$ cat config.mk
export PLATFORM = sky130hd
export DESIGN_NAME = thread_fetch_sched
export DESIGN_NICKNAME = d
export VERILOG_FILES = /design/src/rtl/thread_fetch_sched.sv
export SDC_FILE = /design/constraint.sdc
export NUM_CORES = 1
export LEC_CHECK = 0
export BUFFER_PORTS_ARGS = -buffer_cell sky130_fd_sc_hd__buf_2
export CAP_MARGIN = 20
export CORE_UTILIZATION = 40
export CTS_CLUSTER_SIZE = 40
export DETAILED_ROUTE_END_ITERATION = 6
export PLACE_DENSITY = 0.57
export SETUP_SLACK_MARGIN = 0.4
export SYNTH_ARGS = -nofsm -noshare
export SYNTH_HDL_FRONTEND = slang
export SYNTH_SLANG_ARGS = --single-unit
$ cat constraint.sdc
create_clock -name i_clk -period 5.86 [get_ports i_clk]
set_input_delay 1.172 -clock i_clk [delete_from_list [all_inputs] [get_ports i_clk]]
set_output_delay 1.172 -clock i_clk [all_outputs]
set_load 0.05 [all_outputs]
$ cat src/rtl/thread_fetch_sched.sv
// rtl/thread_fetch_sched.sv - four-thread round-robin fetch scheduler ahead of IF/ID
module thread_fetch_sched #(
  parameter int INSTMEM_LOG2_DEEP = 8
) (
  input  logic                         i_clk,
  input  logic                         i_rst_n,
  input  logic [3:0]                   i_thread_en,
  input  logic                         i_hazard,
  input  logic                         i_redirect_valid,
  input  logic [1:0]                   i_redirect_tid,
  input  logic [INSTMEM_LOG2_DEEP-1:0] i_redirect_pc,
  input  logic                         i_halt_valid,
  input  logic [1:0]                   i_halt_tid,
  output logic [INSTMEM_LOG2_DEEP-1:0] o_fetch_pc,
  output logic [1:0]                   o_fetch_tid,
  output logic                         o_fetch_valid,
  output logic                         o_all_done
);

  localparam int W           = INSTMEM_LOG2_DEEP;
  localparam int NUM_THREADS = 4;

  // Per-thread architectural state.
  logic [W-1:0] r_pc [NUM_THREADS];
  logic [3:0]   r_halted;
  logic [1:0]   r_last_tid;

  // Combinational scheduling decisions.
  logic [3:0]   w_elig;
  logic         w_found;
  logic [1:0]   w_sel;
  logic         w_issue;
  logic         w_bypass;
  logic [W-1:0] w_issue_pc;
  logic [W-1:0] w_next_pc;

  // A thread may be picked when enabled, not halted, and not being halted right now.
  always_comb begin
    w_elig = '0;
    for (int t = 0; t < NUM_THREADS; t++) begin
      w_elig[t] = i_thread_en[t] & ~r_halted[t]
                & ~(i_halt_valid && (i_halt_tid == 2'(t)));
    end
  end

  // Round-robin pick: scan from the thread after last_tid, wrapping back to last_tid itself.
  always_comb begin
    w_found = 1'b0;
    w_sel   = r_last_tid;
    for (int k = 1; k <= NUM_THREADS; k++) begin
      if (!w_found && w_elig[r_last_tid + 2'(k)]) begin
        w_found = 1'b1;
        w_sel   = r_last_tid + 2'(k);
      end
    end
  end

  // Issued PC: a same-cycle redirect of the selected thread is forwarded so no bubble appears.
  always_comb begin
    w_issue    = ~i_hazard & w_found;
    w_bypass   = i_redirect_valid && (i_redirect_tid == w_sel);
    w_issue_pc = w_bypass ? i_redirect_pc : r_pc[w_sel];
    w_next_pc  = w_issue_pc + 1'b1;
  end

  // PC file: issued thread advances past its fetch; otherwise a redirect loads the target.
  always_ff @(posedge i_clk or negedge i_rst_n) begin
    if (!i_rst_n) begin
      for (int t = 0; t < NUM_THREADS; t++) begin
        r_pc[t] <= {2'(t), {(W-2){1'b0}}};
      end
    end else begin
      for (int t = 0; t < NUM_THREADS; t++) begin
        if (w_issue && (w_sel == 2'(t))) begin
          r_pc[t] <= w_next_pc;
        end else if (i_redirect_valid && (i_redirect_tid == 2'(t))) begin
          r_pc[t] <= i_redirect_pc;
        end
      end
    end
  end

  // Halt flags are sticky until reset and are recorded even while stalled.
  always_ff @(posedge i_clk or negedge i_rst_n) begin
    if (!i_rst_n) begin
      r_halted <= '0;
    end else if (i_halt_valid) begin
      r_halted[i_halt_tid] <= 1'b1;
    end
  end

  // Fetch outputs and round-robin pointer; a stall freezes all of them.
  always_ff @(posedge i_clk or negedge i_rst_n) begin
    if (!i_rst_n) begin
      r_last_tid    <= 2'd3;
      o_fetch_pc    <= '0;
      o_fetch_tid   <= '0;
      o_fetch_valid <= 1'b0;
    end else if (!i_hazard) begin
      if (w_found) begin
        r_last_tid    <= w_sel;
        o_fetch_pc    <= w_issue_pc;
        o_fetch_tid   <= w_sel;
        o_fetch_valid <= 1'b1;
      end else begin
        o_fetch_valid <= 1'b0;
      end
    end
  end

  // Completion flag: every enabled thread has halted (or nothing is enabled).
  always_ff @(posedge i_clk or negedge i_rst_n) begin
    if (!i_rst_n) begin
      o_all_done <= 1'b0;
    end else begin
      o_all_done <= &(r_halted | ~i_thread_en);
    end
  end

endmodule

==> results.sh <==
export IMPL_grt_pass1_vias=2282
export IMPL_status="completed"
export IMPL_wire_per_inst_um=16.9
export IMPL_path_common_cell="o21ai_1"
export IMPL_synth_nets=342
export IMPL_ant_nets=0
export IMPL_synth_compound_area_share_pct=20.0
export IMPL_tns_ps=0
export IMPL_layoutNonFillerInstCount=450
export IMPL_p_total_uw=1620
export IMPL_nets=372
export IMPL_route_top_layer_used="met4"
export IMPL_crit_family="simple AND/OR/NAND/NOR gates"
export IMPL_place_area_um2=3300
export IMPL_yosys_area_share_adder_pct=0.411
export IMPL_layout_area_overhead_vs_synth_pct=12.3
export IMPL_syn_avg_cell_area_um2=9.51
export IMPL_die_x_um=89.2
export IMPL_cts_tree="yes"
export IMPL_maxCapViolCount=0
export IMPL_io_buffers=32
export IMPL_clkLatencyLatePin_ps=310
export IMPL_max_stage_delay_ps=720
export IMPL_crit_slowest_cell="nor2_2"
export IMPL_slew_headroom_pct=29.3
export IMPL_synth_area_leaders="dfrtp_1, mux2_2, mux2i_1"
export IMPL_ff2ff_setup_slack_ps=2310
export IMPL_synth_xor_area_share_pct=1.73
export IMPL_synth_most_common_cell="dfrtp_1"
export IMPL_fillCellCount=723
export IMPL_rsz0062_at_grt="false"
export IMPL_min_period_ps=4110
export IMPL_synth_async_reset_ratio_pct=100
export IMPL_dr_pass1_iters=5
export IMPL_avgViaCountPerCell=5.53
export IMPL_grt_overflow_total=0
export IMPL_postSynthCellCount=320
export IMPL_fp_dieH_um=89.2
export IMPL_hpwl_mm=5.11
export IMPL_synth_edf_count=0
export IMPL_boundaryPins=33
export IMPL_path_clk_slew_ps=100
export IMPL_netlist_area_leader_share_pct=36.2
export IMPL_gp_congestion=0.800
export IMPL_setup_violations=0
export IMPL_cts_root_buf="clkbuf_8"
export IMPL_hold_class="flip-flop to flip-flop"
export IMPL_core_area_um2=7290
export IMPL_synth_top_area_cell="dfrtp_1"
export IMPL_worstPathRequired_ps=6040
export IMPL_drive_gt1_share_pct=24.8
export IMPL_cp_num_buf_inv=1
export IMPL_cts_setup_buffers=0
export IMPL_cp_end_kind="flip-flop"
export IMPL_finalMaxSlewViolations=0
export IMPL_std_cell_rows=31
export IMPL_fin_util_pct=46.9
export IMPL_dr_total_vias=2489
export IMPL_synth_ff_type="dfrtp_1"
export IMPL_synth_seq_area_share_pct=41.3
export IMPL_met1_length_mm=3.78
export IMPL_die_area_um2=7960
export IMPL_synthTopCellsByCount="dfrtp_1, nor2_1, a21oi_1"
export IMPL_synthDistinctLibCells=56
export IMPL_antenna_found_initial=0
export IMPL_skew_ps=10.8
export IMPL_grt_first_pass_wirelength_mm=12.1
export IMPL_muxShareOfSynthArea_pct=15.7
export IMPL_drc=0
export IMPL_synth_simple_area_share_pct=18.1
export IMPL_power_density_nw_per_um2=474
export IMPL_cts_buffers=5
export IMPL_num_antenna_cells=0
export IMPL_grt_use_total_pct=20.4
export IMPL_crit_path_cell_trace="buf_2, nand3b_1, a32oi_2, o22ai_4, nor2_2, mux2i_1, mux2_2, o21ai_1, nand4_1, xnor2_1, o21ai_1"
export IMPL_critical_path_class="input port to flip-flop"
export IMPL_clockBufferDepth=2
export IMPL_tightest_slew_ps=1050
export IMPL_critPathMaxFanout=14
export IMPL_wl_met3_um=351
export IMPL_power_leakage_uw=0.00145
export IMPL_finalHoldViolations=0
export IMPL_synth_warnings=0
export IMPL_syn_area_um2=3040
export IMPL_start_util_pct=41.7
export IMPL_synth_seq_cells=50
export IMPL_peakVddDrop_uv=199
export IMPL_startpoint_type="input port"
export IMPL_dr_wl_met2_mm=3.37
export IMPL_drt_initial_drc_count=154
export IMPL_crit_arrival_ps=4280
export IMPL_cts_hold_buf=0
export IMPL_period_share_pct=70.1
export IMPL_synth_top_family_by_area="compound AO/OA/AOI/OAI gates"
export IMPL_max_freq_ghz=0.244
export IMPL_dp_cells=442
export IMPL_ctsHtreeMaxLevel=2
export IMPL_grt_max_degree=51
export IMPL_drt_wl_total_mm=7.59
export IMPL_cts_repair_resized=0
export IMPL_final_design_area_no_fill_um2=3420
export IMPL_cts_sinks=50
==> final cells by class <==
class                   instances  area [um^2]  share of cell area [%]
clock buffers                   6         82.6                    2.41
repair buffers                 34          175                    5.12
inverters                       8         30.0                   0.878
clock inverters                 2         38.8                    1.13
well taps                      99          124                    3.62
flip-flops and latches         50         1260                    36.8
multi-input cells             251         1710                    50.0
==> flip-flops by register name (all words and copies together), names as in the netlist <==
name,cells
r_pc,32
o_fetch_pc,8
r_halted,4
o_fetch_tid,2
r_last_tid,2
o_all_done,1
o_fetch_valid,1
==> cell usage in the layout, fill, tap and decap left out, types with 2 or more instances in the layout <==
| cell | n |
|---|---|
| and3b_1 | 2 |
| nor3b_1 | 2 |
| dfstp_2 | 6 |
| and2_1 | 3 |
| and3_1 | 3 |
| o21ai_0 | 13 |
| a21oi_1 | 31 |
| buf_2 | 32 |
| a211oi_1 | 2 |
| inv_1 | 8 |
| nor2b_1 | 5 |
| a211oi_2 | 2 |
| a31o_2 | 2 |
| a31oi_1 | 5 |
| buf_4 | 2 |
| o211ai_1 | 2 |
| xor2_1 | 4 |
| nand2_1 | 29 |
| a21oi_2 | 2 |
| xnor2_1 | 2 |
| nand4_1 | 2 |
| o21ai_1 | 11 |
| nand3b_1 | 3 |
| nand3_1 | 20 |
| mux2i_1 | 23 |
| clkbuf_8 | 6 |
| nand2b_1 | 4 |
| nor2_1 | 34 |
| mux2_2 | 21 |
| dfrtp_1 | 44 |
==> per-stage QoR <==
stage / hold slack [ps] / setup slack, ps
final: 474 / 1750
after global routing: 505 / 1500
after CTS: 479 / 1740
after detailed placement: 456 / 1400
after global placement: 450 / 1470
after floorplan: 435 / 2310
==> final timing paths <==
path	startpoint	end	cells past startpoint
max reg2reg	r_last_tid[1]	r_pc[23]	10
max	i_halt_tid[1]	r_pc[23]	11
max in group asynchronous	i_rst_n	r_pc[21]	2
min	r_halted[3]	r_halted[3]	1
min in group asynchronous	i_rst_n	o_fetch_tid[1]	2
min reg2reg	r_halted[3]	r_halted[3]	1
==> report_power, final <==
group	total [uW]	internal [uW]	leakage, uW	switching (uW)
logic	810	292	0.000829	519
registers	542	471	0.000562	71.1
clock network	267	141	0.0000618	126
total	1620	903	0.00145	716
==> metal layers <==
metal | vias to the layer above | global-route usage (%)
met5 | - | 0
met4 | 0 | 5.63
met3 | 8 | 3.23
met2 | 60 | 32.0
met1 | 1199 | 29.2
li1 | 1222 | -
==> worst register-to-register path: cells and delay by family, from the launching register on <==
family           cells  cell delay, ps
AND/OR/NAND/NOR      3            1020
AO/OA/AOI/OAI        4             870
flip-flops           1             680
multiplexers         2             490
XOR/XNOR             1             350
==> cell families (layout without fill, tap and decap cells) <==
| logic type | after synthesis | after routing |
|---|---|---|
| and+or+nand+nor | 113 | 113 |
| AOI/OAI and AO/OA | 86 | 86 |
| DFF | 50 | 50 |
| muxes | 45 | 45 |
| buffers and inverters | 19 | 50 |
| xor gates and xnor gates | 6 | 6 |
| adders and majority gates | 1 | 1 |
(Power assumes the default switching activity.)
